`src/rtl/fetch_pkg.sv`:
```
// Shared types and constants for the instruction-fetch stage.
package fetch_pkg;

  localparam int          FETCH_WIDTH  = 32;
  localparam int          FETCH_INST_W = 32;
  localparam logic [31:0] INST_NOP     = 32'h0000_0013;

  typedef enum logic [1:0] {
    S_REQ,
    S_WAIT,
    S_DROP
  } fetch_state_e;

  typedef struct packed {
    logic [FETCH_WIDTH-1:0]  pc;
    logic [FETCH_INST_W-1:0] inst;
  } fetch_entry_t;

endpackage

```
`src/rtl/fetch_fifo.sv`:
```
// Small synchronous FIFO holding fetched {pc, inst} entries for decode.
// A flush empties it on the same edge and wins over any push or pop.
module fetch_fifo
  import fetch_pkg::*;
#(
  parameter int  DEPTH   = 2,
  parameter type entry_t = fetch_entry_t
) (
  input  logic                       i_clk,
  input  logic                       i_rst_n,
  input  logic                       push,
  input  entry_t                     push_data,
  input  logic                       pop,
  input  logic                       flush,
  output entry_t                     head,
  output logic [$clog2(DEPTH+1)-1:0] count,
  output logic                       full,
  output logic                       empty
);

  localparam int PW = $clog2(DEPTH);
  localparam int CW = $clog2(DEPTH+1);

  entry_t        mem [DEPTH];
  logic [PW-1:0] wr_ptr;
  logic [PW-1:0] rd_ptr;
  logic          do_push;
  logic          do_pop;

  assign full    = (count == CW'(DEPTH));
  assign empty   = (count == '0);
  assign do_push = push && !full && !flush;
  assign do_pop  = pop && !empty && !flush;
  assign head    = mem[rd_ptr];

  // Pointer and occupancy bookkeeping; pointers wrap naturally since DEPTH is a power of two.
  always_ff @(posedge i_clk or negedge i_rst_n) begin
    if (!i_rst_n) begin
      wr_ptr <= '0;
      rd_ptr <= '0;
      count  <= '0;
    end else if (flush) begin
      wr_ptr <= '0;
      rd_ptr <= '0;
      count  <= '0;
    end else begin
      if (do_push) wr_ptr <= wr_ptr + 1'b1;
      if (do_pop)  rd_ptr <= rd_ptr + 1'b1;
      case ({do_push, do_pop})
        2'b10:   count <= count + 1'b1;
        2'b01:   count <= count - 1'b1;
        default: ;
      endcase
    end
  end

  // Entry storage; contents are only meaningful where count says so, so no reset.
  always_ff @(posedge i_clk) begin
    if (do_push) mem[wr_ptr] <= push_data;
  end

endmodule

```
`src/rtl/fetch_unit.sv`:
```
// Instruction-fetch stage: next-PC mux, PC hold control, single-outstanding
// imem request FSM and a small FIFO of {pc, inst} entries for decode.
//
// state  | meaning
// S_REQ  | may request; issue when FIFO has room and no redirect
// S_WAIT | one request granted, waiting for its rvalid
// S_DROP | redirected while waiting; swallow the stale response
module fetch_unit
  import fetch_pkg::*;
#(
  parameter int WIDTH  = 32,
  parameter int INST_W = 32,
  parameter int DEPTH  = 2
) (
  input  logic              i_clk,
  input  logic              i_rst_n,
  input  logic [WIDTH-1:0]  i_pc,
  output logic [WIDTH-1:0]  o_nxt_pc,
  output logic              o_pc_stall,
  input  logic              i_redirect,
  input  logic [WIDTH-1:0]  i_redirect_pc,
  output logic              o_imem_req,
  output logic [WIDTH-1:0]  o_imem_addr,
  input  logic              i_imem_gnt,
  input  logic              i_imem_rvalid,
  input  logic [INST_W-1:0] i_imem_rdata,
  output logic              o_inst_valid,
  output logic [INST_W-1:0] o_inst,
  output logic [WIDTH-1:0]  o_inst_pc,
  input  logic              i_id_ready
);

  typedef struct packed {
    logic [WIDTH-1:0]  pc;
    logic [INST_W-1:0] inst;
  } entry_t;

  localparam int CW = $clog2(DEPTH+1);

  fetch_state_e     state_q;
  fetch_state_e     state_d;
  logic [WIDTH-1:0] req_pc_q;
  logic             req;
  logic             accept;
  logic             push;
  entry_t           push_data;
  entry_t           head;
  logic [CW-1:0]    count;
  logic             full;
  logic             empty;

  assign accept      = req && i_imem_gnt;
  assign o_imem_req  = req;
  assign o_imem_addr = i_pc;
  assign o_nxt_pc    = i_redirect ? i_redirect_pc : i_pc + WIDTH'(4);
  assign o_pc_stall  = !(i_redirect || accept);
  assign push_data   = '{pc: req_pc_q, inst: i_imem_rdata};

  assign o_inst_valid = !empty;
  assign o_inst       = empty ? INST_W'(INST_NOP) : head.inst;
  assign o_inst_pc    = empty ? '0 : head.pc;

  // State register plus the PC of the request currently in flight.
  always_ff @(posedge i_clk or negedge i_rst_n) begin
    if (!i_rst_n) begin
      state_q  <= S_REQ;
      req_pc_q <= '0;
    end else begin
      state_q <= state_d;
      if (accept) req_pc_q <= i_pc;
    end
  end

  // Next-state, request and push decode.
  always_comb begin
    state_d = state_q;
    req     = 1'b0;
    push    = 1'b0;
    unique case (state_q)
      S_REQ: begin
        req = (count < CW'(DEPTH)) && !i_redirect;
        if (req && i_imem_gnt) state_d = S_WAIT;
      end
      S_WAIT: begin
        if (i_imem_rvalid) begin
          push    = !i_redirect;
          state_d = S_REQ;
        end else if (i_redirect) begin
          state_d = S_DROP;
        end
      end
      S_DROP: begin
        if (i_imem_rvalid) state_d = S_REQ;
      end
      default: state_d = S_REQ;
    endcase
  end

  // A request is only issued with room in the FIFO, so its response can never find it full.
  assert property (@(posedge i_clk) disable iff (!i_rst_n) !(push && full));

  fetch_fifo #(
    .DEPTH   (DEPTH),
    .entry_t (entry_t)
  ) u_fifo (
    .i_clk     (i_clk),
    .i_rst_n   (i_rst_n),
    .push      (push),
    .push_data (push_data),
    .pop       (i_id_ready),
    .flush     (i_redirect),
    .head      (head),
    .count     (count),
    .full      (full),
    .empty     (empty)
  );

endmodule

```
`config.mk`:
```
export PLATFORM = sky130hd
export DESIGN_NAME = fetch_unit
export DESIGN_NICKNAME = d
export VERILOG_FILES = /design/src/rtl/fetch_pkg.sv /design/src/rtl/fetch_fifo.sv /design/src/rtl/fetch_unit.sv
export SDC_FILE = /design/constraint.sdc
export NUM_CORES = 1
export LEC_CHECK = 0
export ABC_CLOCK_PERIOD_IN_PS = 10800
export BUFFER_PORTS_ARGS = -buffer_cell sky130_fd_sc_hd__buf_2
export CAP_MARGIN = 40
export CELL_PAD_IN_SITES_DETAIL_PLACEMENT = 1
export CELL_PAD_IN_SITES_GLOBAL_PLACEMENT = 1
export CORE_MARGIN = 8
export CORE_UTILIZATION = 39
export DETAILED_ROUTE_END_ITERATION = 10
export PLACE_DENSITY_LB_ADDON = 0.05
export RECOVER_POWER = 100
export SLEW_MARGIN = 20
export SYNTH_ARGS = -nofsm -noshare
export SYNTH_HDL_FRONTEND = slang
export SYNTH_SLANG_ARGS = --single-unit
```
`constraint.sdc`:
```
create_clock -name i_clk -period 10.8 [get_ports i_clk]
set_input_delay 2.16 -clock i_clk [delete_from_list [all_inputs] [get_ports i_clk]]
set_output_delay 2.16 -clock i_clk [all_outputs]
set_load 0.02 [all_outputs]
```
# ---- Word-level counts from Yosys, hierarchy flattened
# Memory sizes are Yosys's and may differ from the RTL's.
# Cells that the tools add are included.
dict set report word_totals {
  reg_bits 38
  latch_bits 0
  mem_bits_rw 128
  rom_bits 0
  out_inout_bits 131
  word_cells 57
  mem_count 1
}
dict set report classes {
  n_addsub 5
  multipliers 0
  div 0
  n_lt_le_gt_ge 1
  n_eq_ne 8
  shift 0
  n_mux 19
  bitwise 0
  reduce_logical 18
}
# name depth width rd rd_ports_with_merged_regs write_ports line
set memory_table {}
lappend memory_table {u_fifo.mem 2 64 1 0 1 fetch_fifo.sv:24} ;# entry_t mem [DEPTH];
# op count
set op_table {}
lappend op_table {{$mux W32} 3}
lappend op_table {{$add A32 B3 Y32 const B} 1}
lappend op_table {{$mux W2} 5}
lappend op_table {{$mux W1} 9}
lappend op_table {{$logic_and A1 B1 Y1} 7}
lappend op_table {{$eq A2 B2 Y1 const B} 3}
lappend op_table {{$pmux W2 S3} 1}
lappend op_table {{$eq A2 B1 Y1 const B} 2}
lappend op_table {{$logic_not A1 Y1} 4}
lappend op_table {{$logic_not A2 Y1} 2}
lappend op_table {{$ne A2 B2 Y1 const B} 2}
lappend op_table {{$pmux W2 S2} 1}
lappend op_table {{$reduce_bool A2 Y1} 2}
lappend op_table {{$ne A3 B3 Y1 const B} 1}
lappend op_table {{$reduce_and A3 Y1} 1}
lappend op_table {{$reduce_bool A3 Y1} 1}
lappend op_table {{$add A1 B1 Y1 const B} 2}
lappend op_table {{$add A2 B1 Y2 const B} 1}
lappend op_table {{$lt A2 B2 Y1 const B} 1}
lappend op_table {{$sub A2 B1 Y2 const B} 1}
lappend op_table {{$logic_or A1 B1 Y1} 1}

# ---- Depth between registers and ports, before layout
# Gate-level depths: netlist of run 1.
dict set report logic_depth {
  depth_word 8
  depth_mapped 6
}

# ---- By module
# From an unflattened synthesis of run 1, not the netlist that was laid out.
dict set report unflattened {
  hier_cells 583
  hier_area_um2 7731.2
}
# module instances cells_each area_per_inst_um2
set modules_own_cells {}
lappend modules_own_cells {fetch_fifo 1 224 4818.4}
lappend modules_own_cells {fetch_unit 1 359 2912.8}

# ---- Worst setup path after synthesis of run 1
# No wires, ideal clock.
dict set report synth_timing {
  kind {in2out}
  from {input port i_pc[11]}
  to {output port o_nxt_pc[31]}
  arrival_ns 3.772
  t_required_ns 8.640
  setup_slack_ns 4.868
  cell_stages 4
  n_path_buf 0
  path_cell_list {nand4_1 or4_4 or4_1 a31oi_1}
}
dict set report synth_via {
  elab_chain_cells 2
}
# item line
set synth_rtl {}
lappend synth_rtl {{start, declared} fetch_unit.sv:17} ;# input logic [WIDTH-1:0] i_pc,
lappend synth_rtl {{$add A32 B3 Y32} fetch_unit.sv:55} ;# assign o_nxt_pc = i_redirect ? i_redirect_pc : i_pc + WIDTH'(4);
lappend synth_rtl {{$mux W32} fetch_unit.sv:55}
lappend synth_rtl {{end, declared} fetch_unit.sv:18} ;# output logic [WIDTH-1:0] o_nxt_pc,
# Every way passes these cells.

# ---- Final worst setup path of run 1
dict set report layout_timing {
  from {input port i_redirect}
  to {output port o_nxt_pc[31]}
}
dict set report layout_via {
  elab_chain_cells 1
}
# item line
set layout_rtl {}
lappend layout_rtl {{start, declared} fetch_unit.sv:20} ;# input logic i_redirect,
lappend layout_rtl {{$mux W32} fetch_unit.sv:55}
# Every way passes these cells.

==> results of run 1 <==
Yosys cell counts, drive strengths merged (2+ instances only):
library cell and instances:
a21oi 2, a31oi 10, and3 2, and4 3, buf 34, clkbuf 27
dfrtp 38, edfxtp 128, inv 9, mux2 31, mux2i 64, nand2 39
nand3 12, nand4 13, nor2 83, nor2b 2, nor3 2, nor4 5
o211ai 2, o21ai 23, o31ai 9, or3 2, or4 12, xnor2 11
xor2 6
cell families (layout without fill, tap and decap cells):
| group | Yosys count | after routing | synth area share (%) |
|---|---|---|---|
| AO/OA/AOI/OAI | 50 | 50 | 4.10 |
| XOR/XNOR | 17 | 17 | 2.00 |
| adder cells (fa/ha/maj) | 1 | 1 | 0.168 |
| buffers and inverters | 70 | 280 | 5.15 |
| flip-flops | 166 | 166 | 64.3 |
| multiplexers | 95 | 95 | 13.3 |
| AND/OR/NAND/NOR | 176 | 176 | 11.0 |
stage by stage:
| step | utilization, % | hold slack (ns) | worst slack, ns |
|---|---|---|---|
| after floorplan | - | 0.437 | 4.87 |
| after global placement | 46.1 | 0.444 | 4.42 |
| after detailed placement | 46.4 | 0.454 | 4.35 |
| after CTS | 49.9 | 0.468 | 4.31 |
| after global routing | 48.4 | 0.473 | 2.76 |
| final | 48.4 | 0.466 | 3.19 |
worst max-delay path by stage:
stage	start	to	slack, ns	cells past startpoint
global route	i_redirect	u_fifo.mem[1][49]	2.76	6
CTS	i_pc[2]	o_nxt_pc[30]	4.31	7
floorplan	i_pc[11]	o_nxt_pc[31]	4.87	4
finish	i_redirect	o_nxt_pc[31]	3.19	5
detailed placement	i_pc[2]	o_nxt_pc[30]	4.35	7
global placement	i_pc[2]	o_nxt_pc[28]	4.42	7
layout make-up:
cell class              instances  share of cell area [%]
clock inverters                12                    2.23
multi-input cells             339                    25.2
flip-flops and latches        166                    53.0
repair buffers                239                    11.1
well taps                     234                    3.24
clock buffers                  20                    4.94
inverters                       9                   0.373
placed cells by master, fill, tap and decap left out, types with 2 or more instances in the layout:
master,count
clkinvlp_4,2
o31ai_1,9
nand4_1,12
clkbuf_1,156
clkinv_4,3
nor2b_1,2
nand3_1,12
or3_1,2
bufinv_16,5
mux2_2,30
xor2_1,6
dfrtp_1,38
and4_1,3
nor2_1,83
mux2i_1,64
nand2_1,39
o21ai_0,22
and3_1,2
buf_2,85
a31oi_1,10
xnor2_1,11
o211ai_1,2
clkinv_2,2
or4_1,11
inv_1,9
nor4_1,5
clkbuf_16,17
nor3_1,2
a21oi_1,2
edfxtp_1,128
where the power goes:
group          total (mW)  switching [mW]  internal (mW)
Clock               0.654           0.237          0.417
Sequential          0.766          0.0253          0.741
Combinational       0.152          0.0942         0.0573
Total                1.57           0.357           1.22
routing by layer:
layer	track usage (%)	vias to the layer above	wire [um]
met5	0	-	0
met4	6.63	0	321
met3	5.52	18	1440
met2	29.8	190	9920
met1	20.7	2509	8860
li1	-	2472	-
worst reg2reg max path: cells and delay by family, from the launching register on:
family                 cells  cell delay, ns
AO/OA/AOI/OAI              1            0.35
buffers and inverters      1            1.91
AND/OR/NAND/NOR            2            1.90
flip-flops                 1            0.40
state kept, by name, indices dropped and copies added (netlist names):
| name | flops |
|---|---|
| u_fifo.mem | 128 |
| req_pc_q | 32 |
| u_fifo.wr_ptr | 1 |
| u_fifo.count | 2 |
| state_q | 2 |
| u_fifo.rd_ptr | 1 |
==> flow_summary.yaml, run 1 <==
floorplan:
  core_um2: 18700
  start_util_pct: 39.9
  row_count: 50
  top_level_ports: 233
  die_x_um: 154
  die_area_um2: 23800
  die_y_um: 154
worst_hold_path:
  hold_start: "req_pc_q[16]"
  min_to: "u_fifo.mem[1][48]"
  min_path_type: "reg -> reg"
  whs_path_depth: 0
clock_network:
  insertion_delay_ns: 0.42
  cts_setup_buffers: 0
  htree_levels: 4
  clock_path_buffers: 2
  cts-buffers-inserted: 17
  clkTransAtPathRegs_ns: 0.06
  postCtsHoldBufs: 0
  cts_root_buffer: "clkbuf_16"
  cts_num_sinks: 166
  cts_resized: 0
  cts_tree: "done"
cells_and_area:
  n_antenna_cell: 0
  fin_nets: 875
  regArea_um2: 4790
  drive_gt1_share_pct: 18.7
  multiInputGateArea_um2: 2280
  fin_area_um2: 9050
  fin_cells: 1019
  n_fill_cell: 2116
  area_growth_pct: 21.4
drt:
  wire_per_inst_um: 20.2
  avgViaCountPerCell: 5.09
  wirelength_mm: 20.5
  drt_iter0_markers: 281
  vias: 5189
  drc: 0
  ant_nets: 0
  dr.pass1.iters: 4
synthesis:
  synth_nets: 678
  syn_inst: 575
  async_reset_ff_share_pct: 22.9
  synthDistinctLibCells: 37
  netlist.area_leader.share_pct: 51.6
  synth_seq_area_share_pct: 64.3
  ys_ff_latch: 166
  synth_top_area_cell: "edfxtp_1"
  yosys-top-cells-area: "edfxtp_1 (52%), dfrtp_1 (13%), mux2i_1 (8.6%), mux2_2 (4.5%), nor2_1 (4.2%)"
  synth_edf_count: 128
  syn_area_um2: 7450
  syn_avg_cell_area_um2: 13.0
  yosysWarnings: 0
  ys.flop_type: "edfxtp_1"
worst_setup_path:
  path_buf_inv: 4
  critPathMostFrequentCell: "clkbuf_1"
  critical_path_class: "in -> out"
  r2r_slack_ns: 5.78
  crit_path_end_kind: "output pin"
  timing.rr.start: "state_q[1]"
  cp_top_family: "buffers and inverters"
  slowest_stage: "clkbuf_1"
  worstSetupStartpointType: "primary input"
  reg2reg_to: "u_fifo.mem[1][49]"
  worstPathCellList: "buf_2 -> clkbuf_1 -> inv_1 -> a31oi_1 -> clkbuf_1"
  crit_fanout: 50
  reg2reg_depth: 4
  arrival_ns: 5.45
  worstPathRequired_ns: 8.64
  max_stage_delay_ns: 1.51
timing:
  slew_violations: 363
  tightest_slew_ns: 3.31
  max_freq_ghz: 0.131
  tns_ns: 0
  hold_viol: 0
  maxSlewHeadroom_pct: -121
  min_period_ns: 7.61
  setup-violations-final: 0
  skew_ns: 0.00812
  post-route-period-util_pct: 70.5
  rsz0062_at_grt: "false"
global_route:
  antenna_found_initial: 0
  overflow: 0
  grt_max_degree: 55
  grt.total_usage_pct: 17.6
  grt_pass1_vias: 5984
  grt_pass1_wl_mm: 32.7
pwr:
  power_mw: 1.57
  p_leak_nw: 3.11
  peakVddDrop_mv: 0.0923
  p_per_area_nw_per_um2: 174
outcome:
  status: "finished, violations left"
  violations: "max-capacitance violations, max-slew violations"
placed_design:
  port_buffers: 232
  place_congestion: 0.737
  postPlaceCellArea_um2: 8680
  detailed_place_hpwl_mm: 14.8
  dp_cells: 987
flow_run:
  maxCapViolCount: 10
(Power assumes the default switching activity.)
==> run 2, diff against run 1 <==
--- a/config.mk
+++ b/config.mk
@@ -5,7 +5,7 @@
 export SDC_FILE = /design/constraint.sdc
 export NUM_CORES = 1
 export LEC_CHECK = 0
-export ABC_CLOCK_PERIOD_IN_PS = 10800
+export ABC_CLOCK_PERIOD_IN_PS = 7700
 export BUFFER_PORTS_ARGS = -buffer_cell sky130_fd_sc_hd__buf_2
 export CAP_MARGIN = 40
 export CELL_PAD_IN_SITES_DETAIL_PLACEMENT = 1
==> constraint.sdc (replaced) <==
create_clock -name i_clk -period 7.7 [get_ports i_clk]
set_input_delay 1.54 -clock i_clk [delete_from_list [all_inputs] [get_ports i_clk]]
set_output_delay 1.54 -clock i_clk [all_outputs]
set_load 0.02 [all_outputs]
==> run 2 against run 1 <==
Effect of this change: the run still ends with max-capacitance violations, max-slew violations left; cell count about the same; critical path depth shrank 1; combinational power grew 40%; worst setup slack lost 1.6 ns; first-iteration DRC count down 7.8%; register-to-register slack worse by 2.7 ns; largest power group unchanged.
==> flow_summary.yaml, run 2 (synthesis gave the netlist of run 1 again) <==
drt:
  wirelength_mm: 20.5
  drt_iter0_markers: 259
  dr.pass1.iters: 4
  drt-met1-wl_mm: 8.77
  route.met2.wl_mm: 10.0
  wire_per_inst_um: 20.1
  topRoutingLayerUsed: "met4"
  routed-wl-met3_mm: 1.42
  vias: 5200
  drc: 0
  avgViaCountPerCell: 5.10
  ant_nets: 0
placed_design:
  place_congestion: 0.736
  detailed_place_hpwl_mm: 14.8
  post-place-ws_ns: 2.49
  port_buffers: 232
cells_and_area:
  layout_common_cells: "clkbuf_1 (134), edfxtp_1 (128), buf_2 (104), nor2_1 (83), mux2i_1 (64)"
  largest_reg_flops: 128
  regMostFlops: "u_fifo.mem"
  fin_nets: 875
  drive_gt1_share_pct: 21.4
  final_common_cell: "clkbuf_1"
  largestRegisters: "u_fifo.mem x128, req_pc_q x32"
  area_growth_pct: 21.8
floorplan:
  die_y_um: 154
  die_area_um2: 23800
  core_um2: 18700
  row_count: 50
  top_level_ports: 233
  die_x_um: 154
  start_util_pct: 39.9
worst_setup_path:
  worstPathRequired_ns: 6.16
  crit_fanout: 35
  arrival_ns: 4.61
  crit_path_start: "u_fifo.rd_ptr"
  timing.rr.start: "state_q[1]"
  worstSetupStartpointType: "flop"
  crit_path_end_kind: "output pin"
  critical_path_class: "reg -> out"
timing:
  tightest_slew_ns: 3.31
  setup-violations-final: 0
  min_period_ns: 6.15
  tns_ns: 0
  slew_violations: 229
  maxSlewHeadroom_pct: -121
  hold_viol: 0
  skew_ns: 0.00863
  max_freq_ghz: 0.163
  post-route-period-util_pct: 79.9
  rsz0062_at_grt: "false"
  layout_setup_ws_ns: 1.55
global_route:
  grt_pass1_vias: 5984
  grt.total_usage_pct: 17.6
  grt_max_degree: 55
  overflow: 0
  antenna_found_initial: 0
  grt_pass1_wl_mm: 32.7
clock_network:
  htree_levels: 4
  cts_num_sinks: 166
  cts-buffers-inserted: 17
  cts_resized: 0
  cts_setup_buffers: 0
  cts_tree: "done"
  cts_root_buffer: "clkbuf_16"
  clkTransAtPathRegs_ns: 0.06
  postCtsHoldBufs: 0
  clock_path_buffers: 2
  insertion_delay_ns: 0.42
worst_hold_path:
  hold_start: "req_pc_q[16]"
  min_path_type: "reg -> reg"
pwr:
  p_seq_share_pct: 48.7
  p_clk_share_pct: 41.6
  p_per_area_nw_per_um2: 243
  p_switching_mw: 0.501
  switching_share_pct: 22.7
  p_leak_nw: 3.21
  peakVddDrop_mv: 0.130
  cell_internal_pwr_mw: 1.70
  p_comb_share_pct: 9.6
outcome:
  status: "finished, violations left"
  violations: "max-capacitance violations, max-slew violations"
flow_run:
  maxCapViolCount: 7
-- run 2: cell count changes in the layout (fill, tap and decap cells not counted), sizes merged --
cell	change
clkbuf	-22
buf	+22
diode	+1
-- run 2: through the flow --
step / util [%] / instances / instance area (um2) / power [mW] / hold WS [ns]
after floorplan: - / 575 / 7450 / 1.22 / 0.437
after global placement: 46.1 / 984 / 8620 / 1.30 / 0.444
after detailed placement: 46.4 / 987 / 8680 / 1.32 / 0.454
after CTS: 49.9 / 1019 / 9330 / 2.24 / 0.468
after global routing: 48.5 / 1019 / 9080 / 2.29 / 0.473
final: 48.6 / 1020 / 9080 / 2.21 / 0.467
-- run 2: layout make-up --
class | instances | area [um2]
Fill cell | 2107 | 9620
Sequential cell | 166 | 4790
Multi-Input combinational cell | 339 | 2270
Timing Repair Buffer | 239 | 1040
Clock buffer | 20 | 447
Tap cell | 234 | 293
Clock inverter | 12 | 201
Inverter | 9 | 33.8
Antenna cell | 1 | 2.50
-- run 2: power groups by stage --
stage | clock, mW | sequential [mW] | combinational (mW)
finish | 0.917 | 1.08 | 0.213
global route | 0.976 | 1.08 | 0.236
CTS | 0.940 | 1.07 | 0.228
floorplan | 0 | 1.08 | 0.140
global placement | 0 | 1.09 | 0.216
detailed placement | 0 | 1.09 | 0.227
-- run 2: critical path: stages, from the launching register on --
cell and delay [ns]:
dfrtp_1 1.75, clkbuf_1 1.74, mux2i_1 0.26, nor2_1 0.16, clkbuf_1 0.25
-- run 2: path summary, 6_finish.rpt --
path | to | slack (ns) | cells past startpoint
max | o_inst[19] | 1.55 | 4
max in group asynchronous | req_pc_q[14] | 4.58 | 2
min reg2reg | u_fifo.mem[1][48] | 0.47 | 0
min | u_fifo.mem[1][48] | 0.47 | 0
max reg2reg | u_fifo.mem[0][7] | 3.11 | 4
min in group asynchronous | req_pc_q[27] | 1.21 | 1
-- run 2: per-layer routing --
layer	up-vias	global-route usage (%)
met5	-	0
met2	180	29.8
met1	2526	20.7
li1	2474	-
met3	20	5.52
met4	0	6.63
